$ cat src/rtl/rgb_fade_pkg.sv
// Shared definitions for the RGB fade/PWM stage.
// Holds the default PWM width, the matching full-scale duty, a ceil-log2 helper
// used to size the step prescaler, and the idle/lit LED levels for a given polarity.
package rgb_fade_pkg;

  localparam int unsigned PWM_BITS_DEF = 8;
  localparam int unsigned MAX_DEF      = (1 << PWM_BITS_DEF) - 1;

  // Ceil(log2(v)), never below 1 so a counter of this width always exists.
  function automatic int unsigned clog2(input int unsigned v);
    int unsigned r;
    r = 1;
    for (int i = 1; i < 32; i++) begin
      if ((64'd1 << i) < 64'(v)) r = i + 1;
    end
    return r;
  endfunction

  // Pin level for a dark LED: high when the board drives LEDs active-low.
  function automatic logic led_off(input bit active_low);
    return active_low;
  endfunction

  function automatic logic led_on(input bit active_low);
    return !active_low;
  endfunction

endpackage

$ cat src/rtl/fade_channel.sv
// One colour channel of the fade stage.
// Ramps a duty register toward full-on or full-off one LSB per step_tick, copies it
// into the compare register only at the end of a PWM period, and drives a registered
// PWM output from the shared counter.
// Ports:
//   clk, rst     clock, asynchronous active-high reset
//   step_tick    one-cycle strobe: move duty one step toward the target
//   period_end   high when pwm_cnt is at full scale (last clock of the period)
//   pwm_cnt      shared free-running PWM counter
//   level        target level (1 = fade to on, 0 = fade to off)
//   led          registered PWM pin drive
//   at_target    combinational: duty equals the current target
module fade_channel
  import rgb_fade_pkg::*;
#(
  parameter int unsigned PWM_BITS   = PWM_BITS_DEF,
  parameter int unsigned ACTIVE_LOW = 0
) (
  input  logic                clk,
  input  logic                rst,
  input  logic                step_tick,
  input  logic                period_end,
  input  logic [PWM_BITS-1:0] pwm_cnt,
  input  logic                level,
  output logic                led,
  output logic                at_target
);

  localparam logic [PWM_BITS-1:0] MAX     = '1;
  localparam logic                LED_OFF = led_off(ACTIVE_LOW != 0);
  localparam logic                LED_ON  = led_on(ACTIVE_LOW != 0);

  logic [PWM_BITS-1:0] target;
  logic [PWM_BITS-1:0] duty_q, duty_d;
  logic [PWM_BITS-1:0] duty_active_q;
  logic                on;
  logic                led_q;

  assign target    = level ? MAX : '0;
  assign at_target = (duty_q == target);

  // Target is an endpoint, so moving toward it can never wrap.
  always_comb begin
    duty_d = duty_q;
    if (step_tick) begin
      if (duty_q < target) begin
        duty_d = duty_q + 1'b1;
      end else if (duty_q > target) begin
        duty_d = duty_q - 1'b1;
      end
    end
  end

  // Full scale is forced on so a fully lit LED has no one-clock dropout at pwm_cnt==MAX.
  assign on = (duty_active_q == MAX) || (pwm_cnt < duty_active_q);

  always_ff @(posedge clk or posedge rst) begin
    if (rst) begin
      duty_q        <= '0;
      duty_active_q <= '0;
      led_q         <= LED_OFF;
    end else begin
      duty_q <= duty_d;
      // Loads the pre-step duty when a step lands on the period's last clock.
      if (period_end) duty_active_q <= duty_q;
      led_q <= on ? LED_ON : LED_OFF;
    end
  end

  assign led = led_q;

endmodule

$ cat src/rtl/rgb_fade_pwm.sv
// RGB fade/PWM output stage.
// Turns the blink stage's hard on/off levels into smooth fades rendered by a shared
// free-running PWM counter, and reports when every channel has reached its endpoint.
// Ports:
//   clk, rst           clock, asynchronous active-high reset
//   in_r, in_g, in_b   target levels from the blink stage (synchronous to clk)
//   led_r/g/b          registered PWM pin drives (inverted when ACTIVE_LOW)
//   settled            registered: all duties equal their targets
module rgb_fade_pwm
  import rgb_fade_pkg::*;
#(
  parameter int unsigned PWM_BITS   = PWM_BITS_DEF,
  parameter int unsigned STEP_DIV   = 16384,
  parameter int unsigned ACTIVE_LOW = 0
) (
  input  logic clk,
  input  logic rst,
  input  logic in_r,
  input  logic in_g,
  input  logic in_b,
  output logic led_r,
  output logic led_g,
  output logic led_b,
  output logic settled
);

  localparam int unsigned PRE_W = clog2(STEP_DIV);
  localparam logic [PRE_W-1:0] PRE_LAST = PRE_W'(STEP_DIV - 1);

  logic [PRE_W-1:0]    presc_q;
  logic [PWM_BITS-1:0] pwm_cnt_q;
  logic                step_tick;
  logic                period_end;
  logic [2:0]          at_target;
  logic                settled_q;

  assign step_tick  = (presc_q == PRE_LAST);
  assign period_end = &pwm_cnt_q;

  always_ff @(posedge clk or posedge rst) begin
    if (rst) begin
      presc_q   <= '0;
      pwm_cnt_q <= '0;
      settled_q <= 1'b1;
    end else begin
      presc_q   <= step_tick ? '0 : presc_q + PRE_W'(1);
      pwm_cnt_q <= pwm_cnt_q + 1'b1;
      settled_q <= &at_target;
    end
  end

  assign settled = settled_q;

  fade_channel #(
    .PWM_BITS   (PWM_BITS),
    .ACTIVE_LOW (ACTIVE_LOW)
  ) u_ch_r (
    .clk        (clk),
    .rst        (rst),
    .step_tick  (step_tick),
    .period_end (period_end),
    .pwm_cnt    (pwm_cnt_q),
    .level      (in_r),
    .led        (led_r),
    .at_target  (at_target[2])
  );

  fade_channel #(
    .PWM_BITS   (PWM_BITS),
    .ACTIVE_LOW (ACTIVE_LOW)
  ) u_ch_g (
    .clk        (clk),
    .rst        (rst),
    .step_tick  (step_tick),
    .period_end (period_end),
    .pwm_cnt    (pwm_cnt_q),
    .level      (in_g),
    .led        (led_g),
    .at_target  (at_target[1])
  );

  fade_channel #(
    .PWM_BITS   (PWM_BITS),
    .ACTIVE_LOW (ACTIVE_LOW)
  ) u_ch_b (
    .clk        (clk),
    .rst        (rst),
    .step_tick  (step_tick),
    .period_end (period_end),
    .pwm_cnt    (pwm_cnt_q),
    .level      (in_b),
    .led        (led_b),
    .at_target  (at_target[0])
  );

endmodule

$ cat config.mk
export PLATFORM = sky130hd
export DESIGN_NAME = rgb_fade_pwm
export DESIGN_NICKNAME = d
export VERILOG_FILES = /design/src/rtl/rgb_fade_pkg.sv /design/src/rtl/fade_channel.sv /design/src/rtl/rgb_fade_pwm.sv
export SDC_FILE = /design/constraint.sdc
export NUM_CORES = 1
export LEC_CHECK = 0
export CORE_MARGIN = 2
export CORE_UTILIZATION = 68
export CTS_CLUSTER_DIAMETER = 40
export DETAILED_ROUTE_END_ITERATION = 12
export GPL_TIMING_DRIVEN = 0
export PLACE_DENSITY = 0.85
export SLEW_MARGIN = 20
export SYNTH_ARGS = -nofsm -noshare
export SYNTH_HDL_FRONTEND = slang
export SYNTH_SLANG_ARGS = --single-unit
$ cat constraint.sdc
create_clock -name clk -period 7.26 [get_ports clk]
set_clock_uncertainty 0.1 [all_clocks]
set_input_delay 2.178 -clock clk [delete_from_list [all_inputs] [get_ports clk]]
set_output_delay 2.178 -clock clk [all_outputs]
set_load 0.01 [all_outputs]
# --- Word level (Yosys, flattened, before mapping) ---
# Cells that the tools add are included.
op_classes:
  addsub: 8
  n_lt_le_gt_ge: 9
  eq_ne: 7
  mux: 13
  reduce_logical: 11
op_table:
  columns: ["cell", "count"]
  rows:
  - ["2-to-1 mux 8 bit", 9]
  - ["< comparator 8 bit", 6]
  - ["adder 8 x 1 -> 8 bit (second input constant)", 4]
  - ["equality test 8 bit", 3]
  - ["equality test 8 bit (second input constant)", 3]
  - ["greater-than comparator 8 bit", 3]
  - ["subtractor 8 x 1 -> 8 bit (second input constant)", 3]
  - ["adder 14 x 1 -> 14 bit (second input constant)", 1]
  - ["equality test 14 bit (second input constant)", 1]
  - ["2-to-1 mux 14 bit", 1]
  - ["AND reduction 8 bit", 1]
  - ["AND reduction 2 bit", 3]
  - ["nonzero test 2 bit", 3]
  - ["logical OR 1 bit", 3]
  - ["2-to-1 mux 1 bit", 3]
  - ["AND reduction 3 bit", 1]
totals:
  reg_bits: 74
  inputBits: 5
  out_inout_bits: 4
  word_cells: 60

# --- Logic depth before layout (Yosys ltp) ---
depth:
  word_depth: 4
  depth_mapped: 13
  ltp_nobuf: 13

# --- Modules after synthesis ---
# Synthesis repeated with hierarchy kept, for this count alone.
hier_totals:
  cells_unflattened: 490
  hier_area_um2: 4840.9
modules_own_cells:
  columns: ["mod", "instances", "cells_per_inst", "area_per_inst_um2", "seq_area_each_um2"]
  rows:
  - ["fade_channel", 3, 134, 1273.7, 425.4]
  - ["rgb_fade_pwm", 1, 88, 1019.7, 576.8]

# --- Worst setup path after synthesis ---
# Ideal clock, no wire load.
synth_timing:
  path_type: "input port to flip-flop"
  start: "input port in_b"
  end: "register u_ch_b.duty_q[6]"
  setup_time_ps: 125
  arrival_time_ps: 4597
  t_required_ps: 7035
  path_slack_ps: 2438
  stages: 13
  n_path_buf: 0
  cell_sequence: "inv_1 ha_1 nor2b_1 o211ai_1 a21oi_1 nand2b_1 fa_1 a21o_1 a21oi_1 o21bai_1 a21oi_1 xnor2_1 mux2_4"
synth_between:
  elab_chain_len: 4
  word_cells_on_any_way: 6
  cone_classes: "order compare: 2; mux: 2; reduce/logical: 2"
synth_lines:
  columns: ["element", "line_no", "text"]
  rows:
  - ["start: declaration", "rgb_fade_pwm.sv:20", "input logic in_b,"]
  - ["2-to-1 mux 8 bit *", "fade_channel.sv:39", "assign target = level ? MAX : '0;"]
  - ["greater-than comparator 8 bit / < comparator 8 bit (equally long branches)", "fade_channel.sv:48, fade_channel.sv:46", null]
  - ["nonzero test 2 bit (no line)", null, null]
  - ["AND reduction 2 bit (no line)", null, null]
  - ["end signal: assignment", "fade_channel.sv:63", "duty_q <= duty_d;"]
  - ["end: declaration", "fade_channel.sv:34", "logic [PWM_BITS-1:0] duty_q, duty_d;"]
# Mark *: on every way between the ends. The rest lies on a longest branch, timed or not.
# A chain may end at the register's enable or synchronous reset.

# --- Final worst setup path ---
# Same ends and word-level chain as after synthesis.

==> summary.txt <==
Yosys top cell by area -> dfrtp_1
Slew Viols, Final -> 0
Root Driver -> clkbuf_8
Top FF cell, synth -> dfrtp_1
Clk pwr share -> 45.2%
gp weighted congestion -> 0.843
vias in the first global route -> 3415
Mapped Cells -> 446
Peak VDD IR -> 102 µV
EDFF count, synth -> 0
top cell type's share of synthesized area -> 38.3%
Nets -> 539
internal power -> 637 µW
P&R area growth vs syn -> 9.62%
IO buf count -> 8
Via density -> 5.91
Final TNS setup -> 0 ns
Clk Latency, worst-skew pair -> 0.35 ns
# DRC -> 0
top post-synthesis cells by area -> dfrtp_1 38%, ha_1 17%, mux2_2 6.1%, xnor2_1 6.1%, a21oi_1 3.6%
Hold WS -> 0.378 ns
post-synthesis sequential area ratio -> 38.8%
most numerous cell in the Yosys netlist -> dfrtp_1
post-CTS setup buffers -> 0
Slowest-stage cell, CP -> clkdlybuf4s50_1
cell breakdown of the critical path -> clkdlybuf4s50_1 -> inv_1 -> ha_1 -> nor2b_1 -> o211ai_1 -> a21oi_1 -> nand2b_1 -> fa_1 -> a21o_1 -> a21oi_1 -> o21bai_1 -> a21oi_1 -> xnor2_1 -> mux2_4
number of CTS-inserted buffers -> 9
core area -> 6790 µm²
Fmax -> 184 MHz
syn_nets -> 519
fill count -> 422
crit end category -> flop
Max-cap violations -> 0
fin util -> 77.0%
PwrDens -> 155 nW/µm²
initial DRC count -> 158
sw frac -> 21.7%
Die Ht -> 87.8 µm
routed via count -> 3351
Rel. slew slack -> 69.5%
initial antenna violation count -> 0
Crit path arrival time -> 5.57 ns
Slew @ Worst Pin -> 0.456 ns
leakage power -> 0.00251 µW
H-tree Lvls -> 3
Ys Warns -> 0
overall routing resource usage -> 26.3%
drt total wl -> 9160 µm
Initial Utilization -> 70.2%
HPWL Detailed -> 6600 µm
Most Frequent Cell on Critical Path -> a21oi_1
proportion of power drawn by combinational gates -> 3.9%
largest net degree at the start of global routing -> 55
minimum clock period -> 5.44 ns
diode count -> 0
CP Max Fanout -> 7
Post-synth top cells -> 73 x dfrtp_1, 65 x ha_1, 38 x inv_1
post-CTS sizing -> 0
Synth Register Bits -> 74
syn_area_per_cell -> 10.7 µm²
Setup-failing EPs final -> 0
total clock sinks -> 74
ys async rst share -> 100%
DP Cell Count -> 551
final hold vios -> 0
Clock Path Buffers -> 2
fraction of layout cells with a size suffix above 1 -> 14.0%
Synth Cell Area -> 4770 µm²
Pre-antenna DRT Iters -> 4
post-route clock period utilization -> 74.9%
Hold-fix buffers, CTS -> 0
total global routing overflow -> 0
Reg clk slew, reported paths -> 0.08 ns
Die ar. -> 7700 µm²
top-level I/O count -> 9
Yosys cell types -> 40
register share of total power -> 50.8%
crit path buf inv count -> 2
startpoint class of the critical path -> input pin
TritonCTS clock tree -> yes
# rows -> 30
Worst Setup Path Type -> input pin to flop
first-pass GRT wire length -> 15800 µm
min-delay worst type -> flop to flop
max incr delay on CP -> 0.51 ns
RSZ-0062 raised after global routing -> no
DRT antenna net count -> 0
crit-path leading delay family -> compound AO/OA/AOI/OAI gates
Sw Pwr -> 176 µW
Die Span X -> 87.8 µm
non-filler cells, final -> 567
Critical Path RT -> 7.39 ns
per-cell routed wire length -> 16.2 µm
run status -> finished clean
==> metal layers <==
metal | part of all wire (%) | GRT usage [%] | vias up
li1 | - | - | 1644
met1 | 46 | 34.6 | 1649
met2 | 50 | 44.3 | 43
met3 | 1.9 | 4.43 | 15
met4 | 1.7 | 8.95 | 0
met5 | 0 | 0 | -
==> power groups by stage <==
| stage | Clock, µW | Sequential [µW] | Combinational (µW) |
|---|---|---|---|
| floorplan | 0 | 421 | 21.3 |
| finish | 368 | 413 | 32.1 |
| detailed placement | 0 | 422 | 32.0 |
| global route | 391 | 414 | 36.6 |
| CTS | 369 | 413 | 32.6 |
| global placement | 0 | 422 | 27.4 |
==> placed cells by master (no fill, tap or decap), drive strengths merged, types with 2 or more instances in the layout <==
master	synthesis	routed
a211oi	3	3
a21boi	3	3
a21o	6	6
a21oi	37	37
a31oi	4	4
and2	2	2
and3	2	2
and4	4	4
buf	4	5
bufinv	0	2
clkbuf	0	12
clkdlybuf4s50	0	8
clkinv	0	2
dfrtp	73	73
fa	3	3
ha	65	65
inv	38	38
mux2	36	36
nand2	26	26
nand2b	3	3
nand3	10	10
nand4	17	17
nor2	19	19
nor2b	3	3
nor3	3	3
o211ai	6	6
o21a	9	9
o21ai	17	17
o21bai	6	6
o22a	3	3
o31ai	4	4
xnor2	33	33
xor2	4	4
==> cell type report <==
type	count	area, µm²	area share [%]
multi-input cells	330	2750	52.6
flip-flops and latches	74	1850	35.4
clock buffers	12	155	2.97
inverters	38	145	2.77
well taps	96	120	2.30
repair buffers	9	108	2.06
clock inverters	4	73.8	1.41
plain buffers	4	26.3	0.502
==> path summary, 6_finish.rpt <==
kind	from	endpoint	slack (ns)	depth (start not counted)
setup reg to reg	u_ch_b.duty_q[1]	u_ch_b.duty_q[6]	3.88	12
max in group asynchronous	rst	settled	4.44	3
hold reg to reg	presc_q[10]	presc_q[10]	0.38	1
min in group asynchronous	rst	u_ch_r.duty_q[1]	2.02	2
hold / removal	presc_q[10]	presc_q[10]	0.38	1
setup / recovery	in_b	u_ch_b.duty_q[6]	1.82	14
==> cell families (layout without fill, tap and decap cells) <==
group / Yosys count / after routing / share of synthesized area (%)
AOI/OAI and AO/OA: 98 / 98 / 13.4
and+or+nand+nor: 91 / 91 / 9.83
buffers and inverters: 42 / 67 / 3.54
DFF: 74 / 74 / 38.8
adders and majority gates: 68 / 68 / 18.3
muxes: 36 / 36 / 9.28
xor gates and xnor gates: 37 / 37 / 6.79
==> per-stage QoR <==
stage	worst slack [ns]	power, µW	instance area [µm²]
global placement	1.72	449	4970
global route	1.68	841	5230
detailed placement	1.53	454	5000
floorplan	2.44	443	4770
finish	1.82	813	5230
CTS	1.81	815	5230
==> flip-flops by register name (all words and copies together), names as in the netlist, 8 cells and up <==
| register | cells |
|---|---|
| u_ch_r.duty_active_q | 8 |
| presc_q | 14 |
| pwm_cnt_q | 8 |
| u_ch_g.duty_active_q | 8 |
| u_ch_b.duty_active_q | 8 |
| u_ch_g.duty_q | 8 |
| u_ch_b.duty_q | 8 |
| u_ch_r.duty_q | 8 |
==> worst reg2reg max path: cells and delay by family, from the launching register on <==
kind	cells	cell delay, ns
DFF	1	0.46
AOI/OAI and AO/OA	6	1.06
adders and majority gates	2	0.81
and+or+nand+nor	2	0.47
muxes	1	0.25
xor gates and xnor gates	1	0.09
Note: power is estimated with default switching activity, not from simulation.
